**config.mk**
```make
export PLATFORM = sky130hd
export DESIGN_NAME = trap_sequencer
export DESIGN_NICKNAME = d
export VERILOG_FILES = /design/src/rtl/trap_sequencer.sv
export SDC_FILE = /design/constraint.sdc
export NUM_CORES = 1
export LEC_CHECK = 0
export BUFFER_PORTS_ARGS = -buffer_cell sky130_fd_sc_hd__buf_2
export CAP_MARGIN = 20
export CORE_AREA = 2 2 107 109
export DETAILED_ROUTE_END_ITERATION = 6
export DIE_AREA = 0 0 109 111
export PLACE_DENSITY = 0.69
export SYNTH_ARGS = -nofsm -noshare
export SYNTH_HDL_FRONTEND = slang
export SYNTH_SLANG_ARGS = --single-unit
```
**constraint.sdc**
```tcl
create_clock -name clk -period 1.8 [get_ports clk]
set_input_delay 0.09 -clock clk [delete_from_list [all_inputs] [get_ports clk]]
set_output_delay 0.09 -clock clk [all_outputs]
set_load 0.01 [all_outputs]
```
**src/rtl/trap_sequencer.sv**
```systemverilog
// trap_sequencer
//   Takes exceptions and MRETs that commit in the writeback stage. It
//   sequences the pipeline flush, the mepc/mcause/mtval CSR write and the
//   fetch redirect.
//
// Ports
//   clk, resetb           clock, asynchronous active-low reset
//   XB_bubble             writeback slot holds a bubble (requests ignored)
//   exc_req[3:0]          exception requests: instr misaligned, illegal
//                         instr, load misaligned, store misaligned
//   exc_pc, exc_tval      PC and trap value of the faulting instruction
//   mret_req              MRET committing in writeback
//   mtvec, mepc_in        trap vector base (direct mode), current mepc
//   busy                  sequencer active; doubles as the pipeline stall
//   flush                 kill younger in-flight instructions
//   csr_we                one-cycle write strobe for mepc/mcause/mtval
//   csr_*_wdata           CSR write data
//   redirect_valid/_pc    fetch redirect strobe and target
//   trap_count            saturating count of exceptions taken
module trap_sequencer #(
  parameter int CNT_W = 8
) (
  input  logic             clk,
  input  logic             resetb,
  input  logic             XB_bubble,
  input  logic [3:0]       exc_req,
  input  logic [31:0]      exc_pc,
  input  logic [31:0]      exc_tval,
  input  logic             mret_req,
  input  logic [31:0]      mtvec,
  input  logic [31:0]      mepc_in,
  output logic             busy,
  output logic             flush,
  output logic             csr_we,
  output logic [31:0]      csr_mepc_wdata,
  output logic [31:0]      csr_mcause_wdata,
  output logic [31:0]      csr_mtval_wdata,
  output logic             redirect_valid,
  output logic [31:0]      redirect_pc,
  output logic [CNT_W-1:0] trap_count
);

  typedef enum logic [2:0] {
    S_IDLE,
    S_FLUSH,
    S_SAVE,
    S_VECTOR,
    S_RET
  } state_t;

  state_t           state_q, state_d;
  logic [31:0]      pc_q, pc_d;
  logic [31:0]      tval_q, tval_d;
  logic [2:0]       cause_q, cause_d;
  logic [CNT_W-1:0] cnt_q, cnt_d;

  // Lowest set request bit wins; mcause is twice the bit index.
  function automatic logic [2:0] cause_of(input logic [3:0] req);
    logic [2:0] c;
    c = 3'd6;
    if (req[2]) c = 3'd4;
    if (req[1]) c = 3'd2;
    if (req[0]) c = 3'd0;
    return c;
  endfunction

  always_comb begin
    state_d = state_q;
    pc_d    = pc_q;
    tval_d  = tval_q;
    cause_d = cause_q;
    cnt_d   = cnt_q;
    case (state_q)
      S_IDLE: begin
        if (!XB_bubble) begin
          // An exception always beats a simultaneous MRET.
          if (|exc_req) begin
            state_d = S_FLUSH;
            pc_d    = exc_pc;
            tval_d  = exc_tval;
            cause_d = cause_of(exc_req);
            if (cnt_q != {CNT_W{1'b1}}) cnt_d = cnt_q + {{(CNT_W-1){1'b0}}, 1'b1};
          end else if (mret_req) begin
            state_d = S_RET;
          end
        end
      end
      S_FLUSH:  state_d = S_SAVE;
      S_SAVE:   state_d = S_VECTOR;
      S_VECTOR: state_d = S_IDLE;
      S_RET:    state_d = S_IDLE;
      default:  state_d = S_IDLE;
    endcase
  end

  always_ff @(posedge clk or negedge resetb) begin
    if (!resetb) begin
      state_q <= S_IDLE;
      pc_q    <= '0;
      tval_q  <= '0;
      cause_q <= '0;
      cnt_q   <= '0;
    end else begin
      state_q <= state_d;
      pc_q    <= pc_d;
      tval_q  <= tval_d;
      cause_q <= cause_d;
      cnt_q   <= cnt_d;
    end
  end

  // Outputs decode the registered state only, so reset clears them at once.
  // Redirect targets are word-aligned and taken from the live CSR inputs.
  always_comb begin
    busy             = (state_q != S_IDLE);
    flush            = (state_q == S_FLUSH) || (state_q == S_RET);
    csr_we           = (state_q == S_SAVE);
    csr_mepc_wdata   = '0;
    csr_mcause_wdata = '0;
    csr_mtval_wdata  = '0;
    redirect_valid   = (state_q == S_VECTOR) || (state_q == S_RET);
    redirect_pc      = '0;
    if (state_q == S_SAVE) begin
      csr_mepc_wdata   = pc_q;
      csr_mcause_wdata = {29'd0, cause_q};
      csr_mtval_wdata  = tval_q;
    end
    if (state_q == S_VECTOR) redirect_pc = mtvec & 32'hFFFF_FFFC;
    if (state_q == S_RET)    redirect_pc = mepc_in & 32'hFFFF_FFFC;
  end

  assign trap_count = cnt_q;

endmodule

```
==> impl_results.md, run 1 <==
- Vias in the first global route: 3787
- Share of layout cells above drive strength 1: 59.0%
- Initial DRC Count: 157
- Critical path's top delay family: buffers and inverters
- P_leak: 0.00354 µW
- PD cells: 1550 nW/µm²
- Ys async rst share: 100%
- Final setup violation count: 20
- I/O pin cnt: 276
- Max incr delay on CP: 0.54 ns
- Main flop type after synthesis: dfrtp_1
- Worst path depth: 7
- Clk sinks: 77
- CTS tree: yes
- Worst Path Buf+Inv: 4
- Post-synthesis sequential area ratio: 48.3%
- Pin count of the biggest net entering global routing: 48
- CP startpoint: exc_req[0]
- Vias: 3822
- R2R cell count: 6
- Violations in the final reports: negative setup slack
- Routed vias/inst: 4.71
- Ranking of synthesized cells by area: dfrtp_1 (48%), mux2_2 (18%), and2_1 (10%), a22o_1 (6.6%), buf_4 (6.2%)
- FMAX: 550 MHz
- Grt ovf: 0
- Critical Path Sink Type: flip-flop
- Final worst slack: -0.0182 ns
- CP Cell Sequence: dlygate4sd3_1 > buf_2 > or4_4 > nand2_4 > buf_4 > clkbuf_16 > mux2_2
- Die area: 12100 µm²
- Placer congestion estimate: 0.744
- CTS H-tree lvls: 3
- Longest Clk Path Bufs: 2
- Crit Path Category: input pin to flip-flop
- Pre-antenna DRT Iters: 4
- VDD IR max: 0.900 mV
- R2R Path Start: state_q[2]
- Reg-to-reg slack, setup: -0.01 ns
- MaxCap Viol Count: 0
- Initial antenna violation count: 1
- Critical Path AT: 2.03 ns
- Top-count cell post-synth: dfrtp_1
- Syn-to-layout area delta: 72.3%
- Synth top area share: 48.3%
- Drt total wl: 14.0 mm
- Final period utilization: 101%
- Setup crit end: pc_q[4]
- Setup Skew: 0.0105 ns
- Critical R2R Capture: pc_q[4]
- Placed instance area: 5330 µm²
- Dpl hpwl: 8.45 mm
- Status: complete, but fails checks
- Row Count: 39
- RSZ-0062 raised after global routing: yes
- Hold Path Class: input pin to flip-flop
- Residual DRC: 0
- Design area: 6870 µm²
- Fin crit period: 1.82 ns
- Post-Syn Area per Cell: 11.8 µm²
- Synth warnings: 0
- Worst-skew pair later-pin latency: 0.33 ns
- Core area: 11100 µm²
- Post-route ant nets: 0
- Leading area contributor after synthesis: dfrtp_1
- CP Max Fanout: 13
- Final setup TNS: -0.122 ns
- Die Span X: 109 µm
- I/O Buffers: 239
- CTS root buf: clkbuf_16
- WL/cell: 17.3 µm
- Mapped Cells: 339
- Initial core utilization: 36.0%
- WP data required: 2.01 ns
- Post-synth EDFFs: 0
- Tot GR Track Use: 20.3%
- Synth Register Bits: 77
- TritonCTS buffer count: 9
- Slowest stage cell on the critical path: dlygate4sd3_1
- Top cells by count, synth: dfrtp_1 (77), and2_1 (66), mux2_2 (65), buf_4 (33), a22o_1 (30)
- Fin nets: 802
- Crit start category: input pin
- Distinct cells, synth: 32
- Die H: 111 µm
- Hold Violations, Final: 0
- First-pass GRT wire length: 18.8 mm
- PnR Total Power: 10600 µW
- Worst-path clk slew: 0.06 ns
- Post-Syn Area: 3990 µm²
- Max Transition Viols Final: 0
-- how the worst min path moves through the flow --
stage | start | to | slack [ns] | depth (start not counted)
2_1_floorplan | resetb | cause_q[1] | -0.21 | 0
3_3_place_gp | resetb | pc_q[10] | 0.05 | 1
3_5_place_dp | resetb | pc_q[10] | 0.05 | 1
4_1_cts | exc_pc[16] | pc_q[16] | 0.00009 | 2
5_1_grt | exc_pc[20] | pc_q[20] | 0.0008 | 2
6_report | exc_pc[20] | pc_q[20] | 0.008 | 2
-- per-layer routing --
metal	GRT usage (%)	vias to the layer above	share of wire (%)	wire [µm]
met5	0	-	0	0
met2	36.7	184	53	7480
met1	22.1	1861	37	5210
li1	-	1751	-	-
met4	7.78	0	2.6	359
met3	5.41	26	7.0	986
-- report_power, final --
part | switching (µW) | leakage (µW) | internal [µW]
clock network | 653 | 0.000139 | 1090
logic | 2450 | 0.00248 | 3340
registers | 500 | 0.000923 | 2580
total | 3600 | 0.00354 | 7020
-- final cells by class --
type                            count  area (µm²)
Fill cell                         837        4210
Timing Repair Buffer              339        2510
Multi-Input combinational cell    237        1960
Sequential cell                    77        1930
Clock buffer                       12         246
Tap cell                          143         179
Clock inverter                      2        35.0
Inverter                            1        3.75
Antenna cell                        1        2.50
-- per-stage QoR --
step,hold slack (ns),worst slack [ns],std cells,util (%)
4_1_cts,0.0000868,-0.0590,794,57.5
2_1_floorplan,-0.206,0.162,370,-
5_1_grt,0.000793,-0.0804,812,62.0
3_5_place_dp,0.0548,0.0482,710,48.1
3_3_place_gp,0.0499,0.100,710,48.1
6_report,0.00802,-0.0182,812,62.0
-- layout by cell type (no fill, tap or decap), drive strengths merged, types with 2 or more instances in the layout --
| cell type | Yosys | layout |
|---|---|---|
| nor3b | 2 | 2 |
| nor3 | 2 | 2 |
| nor2 | 6 | 6 |
| xor2 | 4 | 4 |
| nand3 | 2 | 2 |
| o31ai | 3 | 3 |
| and2 | 66 | 66 |
| dfrtp | 77 | 77 |
| nor4 | 3 | 3 |
| dlygate4sd3 | 0 | 63 |
| nand2 | 7 | 7 |
| conb | 1 | 32 |
| a22o | 30 | 30 |
| buf | 41 | 272 |
| xnor2 | 4 | 4 |
| mux2 | 65 | 65 |
| clkbuf | 14 | 16 |
-- flip-flops by register name, summed over array words and instances (netlist names) --
signal      count
state_q         3
trap_count      8
cause_q         2
pc_q           32
tval_q         32
-- kinds of logic (layout without fill, tap and decap cells) --
kind of cell               after synthesis  count (layout)  share of synthesized area [%]
and+or+nand+nor                         96              96                           14.9
DFF                                     77              77                           48.3
muxes                                   65              65                           18.4
buffers and inverters                   56             354                           8.78
AOI/OAI and AO/OA                       35              35                           7.47
xor gates and xnor gates                 8               8                           1.76
adders and majority gates                1               1                          0.314
other                                    1              33                         0.0940
-- worst reg2reg max path, delay by kind of cell (launching register included) --
family                 cells  cell delay [ns]
muxes                      1             0.29
DFF                        1             0.39
and+or+nand+nor            2             0.53
buffers and inverters      3             0.48
-- repair_timing --
| action | 4_1_cts | 5_1_grt |
|---|---|---|
| hold buffers | 61 | 2 |
| endpoints found under the setup margin | 57 | 115 |
| resized for setup | 9 | 69 |
| setup buffers | 7 | 12 |
| hold endpoints to repair | 90 | 2 |
| gates cloned | 3 | 4 |
| pin swaps | 4 | 30 |
Note: power is estimated with default switching activity, not from simulation.
==> run 2: changes to the inputs <==
- PLACE_DENSITY: 0.69 -> 0.71
==> run 2 against run 1 <==
Net effect: the run still ends with negative setup slack left; fmax rose by 0.31%; critical path depth fell by 1; power shrank 9.3%; sequential share of layout area rose by 1.4 points; worst hold slack better by 0.0027 ns; largest power group unchanged.
==> impl_results.md, run 2 (synthesis gave the netlist of run 1 again) <==
- Inst Count DP: 713
- Final setup violation count: 1
- Tot GR Track Use: 19.3%
- Grt ovf: 0
- Die Span X: 109 µm
- Placer congestion estimate: 0.871
- P_leak: 0.00340 µW
- Filler instances: 883
- Die H: 111 µm
- CTS H-tree lvls: 3
- Setup Skew: 0.00423 ns
- Worst path depth: 6
- Critical Path Sink Type: flip-flop
- Post-Layout Cell Count: 799
- Pin count of the biggest net entering global routing: 49
- CP Max Fanout: 27
- Hold Path Class: input pin to flip-flop
- Worst Hold End: pc_q[9]
- Share of layout cells above drive strength 1: 56.6%
- Pre-antenna DRT Iters: 4
- Routed vias/inst: 4.62
- Clk sinks: 77
- MaxCap Viol Count: 0
- CP Cell Sequence: buf_4 > nor4_4 > nand2_4 > buf_12 > nor4b_4 > xor2_1
- Pre-CTS setup slack: 0.0924 ns
- VDD IR max: 0.814 mV
- First-pass GRT wire length: 18.0 mm
- Vias: 3690
- Crit Path Category: flip-flop to flip-flop
- Longest Clk Path Bufs: 2
- Worst-path clk slew: 0.06 ns
- Critical path's top delay family: simple AND/OR/NAND/NOR gates
- Syn-to-layout area delta: 64.2%
- Max Transition Viols Final: 0
- RSZ-0062 raised after global routing: yes
- TritonCTS buffer count: 9
- Critical R2R Capture: trap_count[6]
- Crit start category: flip-flop
- Drt total wl: 12.3 mm
- Fin crit period: 1.81 ns
- CTS root buf: clkbuf_16
- R2R Path Start: state_q[1]
- Post-route ant nets: 0
- Reg-to-reg slack, setup: -0.01 ns
- Ant diodes: 0
- Commonest non-fill, non-tap cell in the layout: buf_2
- Worst-skew pair later-pin latency: 0.33 ns
- I/O Buffers: 239
- R2R cell count: 6
- FMAX: 552 MHz
- Row Count: 39
- Slowest stage cell on the critical path: nor4_4
- Vias in the first global route: 3795
- WL/cell: 15.4 µm
- Hold Violations, Final: 0
- PD cells: 1470 nW/µm²
- I/O pin cnt: 276
- HP Start: exc_pc[9]
- Critical Path AT: 2.07 ns
- Hold depth: 2
- Final worst slack: -0.0126 ns
- Final period utilization: 101%
- Initial antenna violation count: 0
- Dpl hpwl: 8.38 mm
- Violations in the final reports: negative setup slack
- Max incr delay on CP: 0.40 ns
- Die area: 12100 µm²
- Worst Path Buf+Inv: 2
- Residual DRC: 0
- Core area: 11100 µm²
- WP data required: 2.05 ns
- Initial core utilization: 36.0%
- CTS tree: yes
- Fin nets: 789
- Final setup TNS: -0.0126 ns
- Initial DRC Count: 137
- Status: complete, but fails checks
- Most frequent cells in the layout: buf_2 (224), dfrtp_1 (77), mux2_2 (65), dlygate4sd3_1 (63), and2_1 (51)
[run 2: area by class of cell]
cell class	instances	area (µm²)	area share [%]
well taps	143	179	2.73
inverters	1	3.75	0.0573
clock inverters	4	23.8	0.363
repair buffers	326	2240	34.2
clock buffers	11	253	3.86
flip-flops and latches	77	1930	29.4
multi-input cells	237	1920	29.3
[run 2: metal layers]
metal | GRT usage [%] | wire [µm] | vias up | share of wire (%)
li1 | - | - | 1726 | -
met1 | 20.7 | 4710 | 1777 | 38
met2 | 35.3 | 6450 | 167 | 52
met3 | 5.47 | 893 | 20 | 7.3
met4 | 7.09 | 253 | 0 | 2.1
met5 | 0 | 0 | - | 0
[run 2: worst max path at each step]
| stage | slack [ns] | start | end |
|---|---|---|---|
| after detailed placement | 0.09 | state_q[0] | trap_count[7] |
| after global routing | -0.10 | state_q[1] | trap_count[6] |
| final | -0.01 | state_q[1] | trap_count[6] |
| after floorplan | 0.16 | state_q[2] | trap_count[4] |
| after global placement | 0.15 | state_q[0] | trap_count[4] |
| after CTS | -0.04 | state_q[2] | csr_mtval_wdata[3] |
[run 2: what timing repair did]
action / 4_1_cts / 5_1_grt
pin swaps: 1 / 10
gates cloned: 1 / 2
setup buffers: 4 / 1
setup endpoints to repair: 63 / 102
hold buffers: 62 / 1
gates resized for setup: 6 / 42
hold endpoints to repair: 91 / 1
[run 2: through the flow]
step	hold slack [ns]	instance area, µm²	util (%)	total power (µW)
after global routing	0.00153	6550	59.1	10300
final	0.0107	6550	59.1	9630
after detailed placement	0.0538	5340	48.2	7160
after floorplan	-0.206	4110	-	5540
after global placement	0.0404	5340	48.2	6990
after CTS	0.000509	6320	57.1	9180
[run 2: power by group]
part	internal [µW]	total, µW	leakage (µW)	switching, µW
combinational	2780	4960	0.00233	2180
clock	995	1660	0.000141	662
sequential	2580	3010	0.000923	434
==> run 3: changes to the inputs <==
- CORE_AREA: 2 2 107 109 -> 2 2 106 108
- DIE_AREA: 0 0 109 111 -> 0 0 108 110
- PLACE_DENSITY: 0.71 -> 0.72
- clock period: 1.8 -> 2.1 ns (I/O delays scaled with it)
==> run 3 against run 2 <==
Net effect: the run now ends clean; worst setup slack gained 0.060 ns; critical path depth increased by 2; register-to-register slack better by 0.10 ns; sequential power down 14%; critical path type is now input pin to flip-flop.
==> impl_results.md, run 3 (synthesis gave the netlist of run 1 again) <==
- Grt ovf: 0
- PnR Total Power: 7230 µW
- Slowest stage cell on the critical path: dlygate4sd3_1
- FMAX: 487 MHz
- Crit Path Category: input pin to flip-flop
- Pin count of the biggest net entering global routing: 78
- Residual DRC: 0
- PD cells: 1180 nW/µm²
- Slew headroom: 35.7%
- Status: completed
- Most frequent cells in the layout: buf_2 (238), dfrtp_1 (77), dlygate4sd3_1 (68), and2_1 (66), mux2_2 (65)
- Drt total wl: 12.4 mm
- Critical Path AT: 2.35 ns
- Worst-skew pair later-pin latency: 0.36 ns
- Worst-path clk slew: 0.08 ns
- Worst-Margin Slew: 0.965 ns
- CP Cell Sequence: dlygate4sd3_1 > buf_2 > or4_1 > nand2_4 > buf_12 > nand2_1 > o31ai_1 > dlygate4sd3_1
- Dpl hpwl: 8.46 mm
- FF/Latch Area: 1930 µm²
- Commonest non-fill, non-tap cell in the layout: buf_2
- Filler instances: 905
- P_leak: 0.00321 µW
- Die H: 110 µm
- Vias in the first global route: 3581
- Fin crit period: 2.05 ns
- Ant diodes: 0
- WL/cell: 15.8 µm
- Critical path's top delay family: buffers and inverters
- Most common cell on crit path: dlygate4sd3_1
- GR Util met2: 35.4%
- Share of layout cells above drive strength 1: 51.9%
- Max Transition Viols Final: 0
- WP data required: 2.40 ns
- TritonCTS buffer count: 9
- VDD IR max: 0.723 mV
- Tot GR Track Use: 19.7%
- Gr busiest metal: met2
- Hold Violations, Final: 0
- Final setup violation count: 0
- Critical Path Sink Type: flip-flop
- Longest Clk Path Bufs: 2
- Fin nets: 778
- Setup Fix Bufs, Post-CTS: 0
- Initial antenna violation count: 0
- I/O pin cnt: 276
- Multi-input logic area: 1850 µm²
- Clk sinks: 77
- M1 GR Usage: 21.3%
- Die area: 11900 µm²
- M3 GR Usage: 5.76%
- Post-route ant nets: 0
- Placer congestion estimate: 0.787
- Hold Path Class: input pin to flip-flop
- RSZ-0062 raised after global routing: yes
- CP Max Fanout: 22
- Worst Path Buf+Inv: 4
- R2R cell count: 5
- CTS tree: yes
- Routed vias/inst: 4.68
- Placed instance area: 5250 µm²
- Row Count: 38
- Worst path depth: 8
- CTS H-tree lvls: 3
- Pre-antenna DRT Iters: 4
- MaxCap Viol Count: 0
- First-pass GRT wire length: 17.8 mm
- Vias: 3678
- Setup Skew: 0.00782 ns
- Die Span X: 108 µm
- CTS root buf: clkbuf_8
- Final period utilization: 97.8%
- Hold depth: 3
- Initial core utilization: 37.3%
- Core area: 10700 µm²
- Design area: 6110 µm²
- Initial DRC Count: 180
- I/O Buffers: 239
- Crit start category: input pin
- Syn-to-layout area delta: 53.3%
- Max incr delay on CP: 0.58 ns
run 3: worst reg2reg max path: stages, from the launching register on:
cell           delay, ns
dfrtp_1             0.42
nor4_4              0.38
nand2_4             0.18
buf_12              0.20
o31ai_1             0.19
dlygate4sd3_1       0.58
run 3: routing by layer:
metal  wire (µm)  vias to the layer above
met2        6530                      165
met1        4620                     1790
met3         920                       20
met4         330                        0
met5           0                        -
li1            -                     1703
run 3: area by class of cell:
| cell class | instances | share of cell area, % |
|---|---|---|
| clock buffer | 11 | 2.31 |
| clock inverter | 5 | 0.573 |
| inverter | 1 | 0.0614 |
| multi-input combinational | 237 | 30.3 |
| sequential | 77 | 31.5 |
| tap | 140 | 2.87 |
| timing repair buffer | 315 | 32.4 |
run 3: worst paths after layout:
check | start | end | slack (ns)
hold / removal | exc_req[3] | state_q[2] | 0.07
max in group asynchronous | resetb | tval_q[24] | 1.04
min in group asynchronous | resetb | pc_q[8] | 0.45
setup reg to reg | state_q[0] | cause_q[2] | 0.09
setup / recovery | exc_req[0] | cause_q[2] | 0.05
hold reg to reg | cause_q[1] | cause_q[1] | 0.48
run 3: what timing repair did:
item,CTS,global route
endpoints found under the hold margin,144,0
pin swaps,0,1
cloned,0,0
resized for setup,1,1
hold buffers,68,0
setup endpoints to repair,13,6
run 3: power breakdown:
group | total (µW) | leakage (µW) | internal [µW] | switching (µW)
logic | 3600 | 0.00219 | 1900 | 1700
clock network | 1040 | 0.0000897 | 464 | 574
registers | 2590 | 0.000923 | 2200 | 386
total | 7230 | 0.00321 | 4570 | 2660
run 3: stage by stage:
| step | hold slack [ns] | setup slack, ns | util (%) | instances | TNS, ns |
|---|---|---|---|---|---|
| after floorplan | -0.191 | 0.462 | - | 370 | 0 |
| after global placement | 0.306 | 0.339 | 49.1 | 702 | 0 |
| after detailed placement | 0.316 | 0.313 | 49.1 | 702 | 0 |
| after CTS | 0.0539 | 0.0327 | 57.1 | 786 | 0 |
| after global routing | 0.0803 | -0.0129 | 57.1 | 786 | -0.0129 |
| final | 0.0674 | 0.0472 | 57.1 | 786 | 0 |
